--- config.mk ---
export PLATFORM = sky130hd
export DESIGN_NAME = fc_buf_loader
export DESIGN_NICKNAME = d
export VERILOG_FILES = /design/src/rtl/fc_buf_loader.sv
export SDC_FILE = /design/constraint.sdc
export NUM_CORES = 2
export LEC_CHECK = 0
export ABC_AREA = 1
export BUFFER_PORTS_ARGS = -buffer_cell sky130_fd_sc_hd__buf_2
export CAP_MARGIN = 20
export CORE_AREA = 2 2 723 725
export CTS_CLUSTER_SIZE = 40
export DETAILED_ROUTE_END_ITERATION = 6
export DIE_AREA = 0 0 725 727
export GPL_ROUTABILITY_DRIVEN = 1
export PLACE_DENSITY_LB_ADDON = 0.12
export SYNTH_ARGS = -nofsm -noshare
export SYNTH_HDL_FRONTEND = slang
export SYNTH_SLANG_ARGS = --single-unit
--- constraint.sdc ---
create_clock -name clk -period 7.3 [get_ports clk]
set_clock_uncertainty 0.2 [all_clocks]
set_input_delay 0.73 -clock clk [delete_from_list [all_inputs] [get_ports clk]]
set_output_delay 0.73 -clock clk [all_outputs]
set_load 0.005 [all_outputs]
--- src/rtl/fc_buf_loader.sv ---
// rtl/fc_buf_loader.sv - FC layer buffer loader: ifmap bytes, weight rows, start/done handshake (option: FC_LOADER_ZERO_FILL_EN)
module fc_buf_loader #(
    parameter int FC_SIZE = 120,
    parameter int DW      = 8,
    parameter int AW      = 7
) (
    input  logic                  clk,
    input  logic                  rst_n,
    input  logic                  cfg_valid_i,
    output logic                  cfg_ready_o,
    input  logic [AW-1:0]         in_node_num_i,
    input  logic [AW-1:0]         out_node_num_i,
    input  logic                  s_valid_i,
    output logic                  s_ready_o,
    input  logic [DW-1:0]         s_data_i,
    output logic                  ifmap_wren_o,
    output logic [AW-1:0]         ifmap_wrptr_o,
    output logic [DW-1:0]         ifmap_wdata_o,
    output logic                  wbuf_wren_o,
    output logic [AW*FC_SIZE-1:0] wbuf_wrptr_o,
    output logic [DW*FC_SIZE-1:0] wbuf_wdata_o,
    output logic                  start_o,
    output logic [AW-1:0]         in_node_num_o,
    output logic [AW-1:0]         out_node_num_o,
    input  logic                  fc_valid_i,
    input  logic                  fc_last_i,
    output logic                  busy_o,
    output logic                  done_o,
    output logic                  err_o
);

    typedef enum logic [2:0] {
        S_IDLE    = 3'd0,
        S_LOAD_IF = 3'd1,
        S_LOAD_W  = 3'd2,
        S_WR_ROW  = 3'd3,
        S_START   = 3'd4,
        S_WAIT_FC = 3'd5
    } state_t;

    state_t                  state_q;
    logic [AW-1:0]           in_num_q;
    logic [AW-1:0]           out_num_q;
    logic [AW-1:0]           col_q;
    logic [AW-1:0]           row_q;
    logic [DW*FC_SIZE-1:0]   stage_q;
    logic [DW*FC_SIZE-1:0]   stage_nx;
    logic                    accept;
    logic                    cfg_legal;

    assign cfg_ready_o    = (state_q == S_IDLE);
    assign busy_o         = (state_q != S_IDLE);
    assign s_ready_o      = (state_q == S_LOAD_IF) || (state_q == S_LOAD_W);
    assign accept         = s_valid_i && s_ready_o;
    assign in_node_num_o  = in_num_q;
    assign out_node_num_o = out_num_q;

    // A config is rejected when either count is zero or more outputs than lanes are requested.
    assign cfg_legal = (in_node_num_i != '0) && (out_node_num_i != '0) &&
                       (int'(out_node_num_i) <= FC_SIZE);

    // Staging row with the byte accepted this cycle merged in, so the row write can include the last lane.
    always_comb begin
        stage_nx = stage_q;
        if ((state_q == S_LOAD_W) && accept) begin
            for (int j = 0; j < FC_SIZE; j++) begin
                if (col_q == AW'(j)) begin
                    stage_nx[j*DW +: DW] = s_data_i;
                end
            end
        end
    end

    // Load sequencer: counters, staging row and all registered buffer/handshake outputs.
    always_ff @(posedge clk) begin
        if (!rst_n) begin
            state_q       <= S_IDLE;
            in_num_q      <= '0;
            out_num_q     <= '0;
            col_q         <= '0;
            row_q         <= '0;
            stage_q       <= '0;
            ifmap_wren_o  <= 1'b0;
            ifmap_wrptr_o <= '0;
            ifmap_wdata_o <= '0;
            wbuf_wren_o   <= 1'b0;
            wbuf_wrptr_o  <= '0;
            wbuf_wdata_o  <= '0;
            start_o       <= 1'b0;
            done_o        <= 1'b0;
            err_o         <= 1'b0;
        end else begin
            ifmap_wren_o <= 1'b0;
            wbuf_wren_o  <= 1'b0;
            start_o      <= 1'b0;
            done_o       <= 1'b0;
            err_o        <= 1'b0;
            stage_q      <= stage_nx;
            case (state_q)
                S_IDLE: begin
                    if (cfg_valid_i) begin
                        in_num_q  <= in_node_num_i;
                        out_num_q <= out_node_num_i;
                        if (cfg_legal) begin
                            col_q   <= '0;
                            state_q <= S_LOAD_IF;
                        end else begin
                            err_o   <= 1'b1;
                        end
                    end
                end
                S_LOAD_IF: begin
                    if (accept) begin
                        ifmap_wren_o  <= 1'b1;
                        ifmap_wrptr_o <= col_q;
                        ifmap_wdata_o <= s_data_i;
                        if (col_q == in_num_q - AW'(1)) begin
                            col_q   <= '0;
                            row_q   <= '0;
                            state_q <= S_LOAD_W;
`ifdef FC_LOADER_ZERO_FILL_EN
                            stage_q <= '0;
`endif
                        end else begin
                            col_q <= col_q + AW'(1);
                        end
                    end
                end
                S_LOAD_W: begin
                    if (accept) begin
                        if (col_q == out_num_q - AW'(1)) begin
                            wbuf_wren_o  <= 1'b1;
                            wbuf_wdata_o <= stage_nx;
                            wbuf_wrptr_o <= {FC_SIZE{row_q}};
                            state_q      <= S_WR_ROW;
                        end else begin
                            col_q <= col_q + AW'(1);
                        end
                    end
                end
                S_WR_ROW: begin
                    if (row_q != in_num_q - AW'(1)) begin
                        row_q   <= row_q + AW'(1);
                        col_q   <= '0;
                        state_q <= S_LOAD_W;
`ifdef FC_LOADER_ZERO_FILL_EN
                        stage_q <= '0;
`endif
                    end else begin
                        start_o <= 1'b1;
                        state_q <= S_START;
                    end
                end
                S_START: begin
                    state_q <= S_WAIT_FC;
                end
                S_WAIT_FC: begin
                    if (fc_valid_i && fc_last_i) begin
                        done_o  <= 1'b1;
                        state_q <= S_IDLE;
                    end
                end
                default: begin
                    state_q <= S_IDLE;
                end
            endcase
        end
    end

endmodule

=== Yosys cells after proc, flatten, opt, wreduce, memory -nomap -nowiden ===
Cells that the tools add are included.

* Add/subtract/negate cells: 4
* Magnitude comparators: 1
* Equal/unequal tests: 136
* Multiplexer cells: 147
* Reductions and logical operators: 24

{| class="wikitable"
|+ Operators by type and width
! operator !! number
|-
| 8-bit 2-to-1 mux || 120
|-
| 960-bit 2-to-1 mux || 1
|-
| 7-bit equality test, second input constant || 56
|-
| 7-bit by 6-bit equality test with 1-bit output, second input constant || 32
|-
| 7-bit by 5-bit equality test with 1-bit output, second input constant || 16
|-
| 7-bit 2-to-1 mux || 10
|-
| 7-bit by 4-bit equality test with 1-bit output, second input constant || 8
|-
| 7-bit by 3-bit equality test with 1-bit output, second input constant || 4
|-
| 7-bit one-hot mux with 4 select lines || 1
|-
| 3-bit 2-to-1 mux || 8
|-
| 3-bit one-hot mux with 6 select lines || 1
|-
| 7-bit by 1-bit adder with 7-bit output, second input constant || 2
|-
| 7-bit by 2-bit equality test with 1-bit output, second input constant || 2
|-
| 7-bit equality test || 2
|-
| 7-bit one-hot mux with 2 select lines || 1
|-
| 7-bit AND reduction || 2
|-
| 7-bit nonzero test || 2
|-
| 7-bit by 1-bit subtractor with 7-bit output, second input constant || 2
|-
| 2-bit inequality test, second input constant || 6
|-
| 2-bit AND reduction || 5
|-
| 3-bit AND reduction || 3
|-
| 7-bit by 1-bit equality test with 1-bit output, second input constant || 1
|-
| 7-bit less-or-equal comparator, second input constant || 1
|-
| 7-bit logical NOT || 1
|-
| other kinds (13) || 25
|}

* Register bits: 2811
* Input bits: 28
* Output and inout bits: 1837
* Logic and storage cells: 327

=== Depth between registers and ports, before layout ===
* Depth after elaboration: 6
* Gate-level depth with buffers: 18

=== Worst setup path after synthesis ===
OpenSTA, ideal clock, no wires.

* Kind: reg-to-output
* Start point: register, netlist name wbuf_wrptr_o[835]
* End point: output port wbuf_wrptr_o[100]
* Arrival: 2.592 ns
* Slack: 3.778 ns
* Cell stages (with the launch flop): 2
* Path buffers: 1
* Cells stage by stage: dfxtp_1 -> buf_4

{| class="wikitable"
|+ RTL lines
! what !! RTL line !! RTL
|-
| end, declared || 20 || <nowiki>output logic [AW*FC_SIZE-1:0] wbuf_wrptr_o,</nowiki>
|}

=== Final worst setup path ===
* Start point: register col_q[5]
* End point: register wbuf_wdata_o[314]

* Cells in the longest elaborated chain, start to end: 3

{| class="wikitable"
|+ Ends and longest elaborated chain
! what !! RTL line !! RTL
|-
| start, declared || 44 || <nowiki>logic [AW-1:0] col_q;</nowiki>
|-
| start signal, assigned || 125 || <nowiki>col_q <= col_q + AW'(1);</nowiki>
|-
| start signal, assigned || 137 || <nowiki>col_q <= col_q + AW'(1);</nowiki>
|-
| 7-bit by 6-bit equality test with 1-bit output || 67 || <nowiki>if (col_q == AW'(j)) begin</nowiki>
|-
| 8-bit 2-to-1 mux || 67 ||
|-
| 960-bit 2-to-1 mux || 65 || <nowiki>if ((state_q == S_LOAD_W) && accept) begin</nowiki>
|-
| end signal, assigned || 133 || <nowiki>wbuf_wdata_o <= stage_nx;</nowiki>
|-
| end, declared || 21 || <nowiki>output logic [DW*FC_SIZE-1:0] wbuf_wdata_o,</nowiki>
|}

Several ways; a longest one is shown, not always the timed one.
A chain may end at the register's enable or synchronous reset.

==> impl_metrics.csv <==
group,metric,value,unit
logic_synthesis,synth_edf_count,0,
logic_synthesis,yosysSeqAreaShare,48.1,%
flow_run,drv_cap,0,
final_layout,area_delta_synth_final,23.6,%
final_layout,drive_gt1_share,21.9,%
timing,min_period,4.04,ns
logic_synthesis,synth_nets,11100,
clock_network,cts_root_buf,"clkbuf_16",
logic_synthesis,syn-cell-area,82300,um^2
pwr,leakage,0.0418,uW
timing,fmax,248,MHz
final_layout,nets,11900,
logic_synthesis,synth_commonest_cells,"nand2_1 (2485), dfxtp_1 (1978), inv_1 (1476), nor2_1 (1191), a21oi_1 (1072)",
route,via_per_inst,3.61,
grt,grt_pass1_vias,65100,
timing,tns,0,ns
pwr,power.internal,19200,uW
pwr,pwr-share-comb,7.2,%
route,top_layer,"met4",
clock_network,cts_buffer_depth,4,
route,finalWirelength,393000,um
worst_setup_path,critPathRequiredTime,7.92,ns
pwr,powerDensity,259,nW/um^2
worst_setup_path,r2r_setup_slack,3.26,ns
route,vias,68700,
timing,tightest_slew,1.18,ns
outcome,outcome,"complete, no violations",
timing,rsz0062_at_grt,"false",
die,dieArea,527000,um^2
clock_network,clkLatencyLatePin,0.91,ns
placement,portBuffers,1864,
worst_hold_path,min_from,"cfg_valid_i",
route,wire_per_inst,20.7,um
pwr,clkPwrFrac,51.1,%
pwr,power.share.switching,27.1,%
logic_synthesis,synth.most_common_cell,"nand2_1",
route,drc,0,
grt,grtUsageTotal,14.3,%
logic_synthesis,synth_cell_types,39,
clock_network,cts-htree-levels,5,
die,die_w,725,um
grt,antenna_found_initial,52,
worst_setup_path,crit_chain,"inv_2 > nor3_4 > inv_2 > nor2_1 > inv_1 > nor2_2 > inv_1 > o21ai_0 > nand2_1 > a21oi_1",
grt,grt_pass1_wl,537000,um
route,wl_met1,178000,um
timing,slew_violations,0,
timing,slew_headroom,21.5,%
worst_setup_path,cpPeakStageDelay,0.69,ns
pwr,p_seq_share,41.7,%
logic_synthesis,synth-seq-cells,1978,
clock_network,cts-buffers-inserted,273,
logic_synthesis,avgSynthCellArea,7.46,um^2
timing,final.period_utilization,55.3,%
worst_hold_path,min_to,"err_o",
worst_setup_path,r2r_end,"wbuf_wdata_o[314]",
die,core-area,519000,um^2
placement,routabilityCongestion,0.725,
worst_setup_path,r2r-start,"col_q[5]",
logic_synthesis,yosys_most_used_dff,"dfxtp_1",
clock_network,cts_sinks,1978,
logic_synthesis,synth_area_leaders,"dfxtp_1 (48%), nand2_1 (11%), buf_4 (7.7%)",
worst_setup_path,reg2reg_depth,10,
worst_setup_path,critPathLaunch,"col_q[5]",
worst_setup_path,cp-start-kind,"flip-flop",
clock_network,clkTransAtPathRegs,0.06,ns
clock_network,ctsResizeCount,0,
grt,gr-total-overflow,0,
logic_synthesis,syn_inst,11000,
worst_setup_path,crit_arrival,4.66,ns
worst_setup_path,cpMaxStageDelayCell,"dfxtp_1",
die,fp.dieH,727,um
die,placementRows,265,
logic_synthesis,synth_top_area_cell,"dfxtp_1",
worst_setup_path,worstPathMaxFanout,15,
pwr,switching_power,7120,uW
die,io_pins,1865,
timing,setup_viol,0,
route,drt_iter0_markers,3454,
timing,hold_viol,0,
timing,fin_hold_ws,0.188,ns
worst_hold_path,hp-class,"input port to flip-flop",
worst_hold_path,worstHoldPathCells,5,
grt,grt_start_max_net_pins,190,
pwr,peakVddDrop,0.179,mV
route,route.met3.wl,21500,um
route,dr_wl_met2,184000,um
die,initial_core_util,15.9,%
worst_setup_path,path_class,"flip-flop to flip-flop",
logic_synthesis,synth_top_area_share,48.1,%
route,firstDrtPassIters,5,
route,ant_nets,0,
logic_synthesis,synth.yosys.warnings,0,
worst_setup_path,cp-end-kind,"flip-flop",
placement,dpl.hpwl,264000,um
logic_synthesis,async_reset_ff_share,0,%
clock_network,cts_tree,"done",
==> timing repair <==
action | in CTS | in global routing
endpoints found under the hold margin | 15 | 0
hold buffers | 16 | 0
setup endpoints to repair | 0 | 0
setup buffers | 0 | 0
==> how the worst max path moves through the flow <==
stage                        end  slack (ns)  cells after the start
2_1_floorplan  wbuf_wrptr_o[100]        3.78                      1
3_3_place_gp   wbuf_wdata_o[131]        2.76                     10
4_1_cts        wbuf_wdata_o[319]        3.17                     10
6_report       wbuf_wdata_o[314]        3.26                     10
5_1_grt         wbuf_wdata_o[39]        3.03                     15
3_5_place_dp   wbuf_wdata_o[139]        2.79                     10
==> worst max-delay path, delay by kind of cell (launching register included) <==
family                 cells  cell delay, ns
AND/OR/NAND/NOR            4            1.49
buffers and inverters      4            1.13
flip-flops                 1            0.69
AO/OA/AOI/OAI              2            0.44
==> sequential cells by signal, indices dropped and copies added (netlist names) <==
register,flops
stage_q,960
wbuf_wdata_o,960
ifmap_wdata_o,8
col_q,7
ifmap_wrptr_o,7
in_node_num_o,7
out_node_num_o,7
row_q,7
wbuf_wrptr_o,7
state_q,3
done_o,1
err_o,1
ifmap_wren_o,1
start_o,1
wbuf_wren_o,1
==> stage by stage <==
| step | utilization (%) | instances | area, um^2 | setup slack [ns] | power (uW) |
|---|---|---|---|---|---|
| after CTS | 19.6 | 19000 | 102000 | 3.17 | 27000 |
| final | 19.6 | 19000 | 102000 | 3.26 | 26300 |
| after floorplan | - | 11000 | 82300 | 3.78 | 12100 |
| after detailed placement | 17.8 | 18500 | 92600 | 2.79 | 13200 |
| after global placement | 17.8 | 18500 | 92600 | 2.76 | 13200 |
| after global routing | 19.6 | 19000 | 102000 | 3.03 | 27500 |
==> cells by family after synthesis <==
| family | share of synthesized area [%] |
|---|---|
| AOI/OAI and AO/OA | 13.3 |
| and+or+nand+nor | 20.0 |
| xor gates and xnor gates | 0.149 |
| muxes | 0.486 |
| buffers and inverters | 17.8 |
| adders and majority gates | 0.106 |
| DFF | 48.1 |
==> routing by layer <==
layer  GRT usage (%)  up-vias
li1                -    34800
met1            18.6    31900
met2            23.9     1597
met3            2.96      399
met4            3.38        0
met5               0        -
==> area by class of cell <==
| cell class | count | area (um^2) |
|---|---|---|
| Sequential cell | 1978 | 39600 |
| Antenna cell | 21 | 52.6 |
| Fill cell | 59000 | 418000 |
| Multi-Input combinational cell | 6095 | 28100 |
| Inverter | 1522 | 5790 |
| Clock buffer | 422 | 8300 |
| Timing Repair Buffer | 1991 | 10600 |
| Clock inverter | 45 | 547 |
| Tap cell | 6942 | 8690 |
==> power by group through the flow <==
| stage | Combinational, uW | Sequential [uW] | Clock [uW] |
|---|---|---|---|
| after floorplan | 939 | 11200 | 0 |
| after global routing | 2100 | 11000 | 14400 |
| final | 1890 | 11000 | 13400 |
| after CTS | 2030 | 11000 | 14000 |
| after global placement | 2030 | 11200 | 0 |
| after detailed placement | 2020 | 11200 | 0 |
==> layout by cell type (no fill, tap or decap), types with 7 or more instances in the layout <==
master         count
nand2_1         2485
dfxtp_1         1971
buf_2           1856
inv_1           1456
nor2_1          1186
a21oi_1         1072
o21a_1           333
clkbuf_16        284
o21ai_0          268
o22ai_1          228
or2_0            114
buf_4             96
or2_2             78
clkbuf_1          71
clkbuf_8          67
nand3_1           54
o21ai_1           49
inv_2             43
nor2_4            43
mux2i_1           40
or2_1             32
nor2_2            27
nand2_2           25
clkinv_2          22
diode_2           21
buf_12            21
dlygate4sd3_1     16
xor2_1            12
inv_4             10
o21ai_2           10
inv_6              9
nor3_1             9
clkinv_8           7
ha_1               7
No activity file was read; power rests on OpenSTA's default activity.
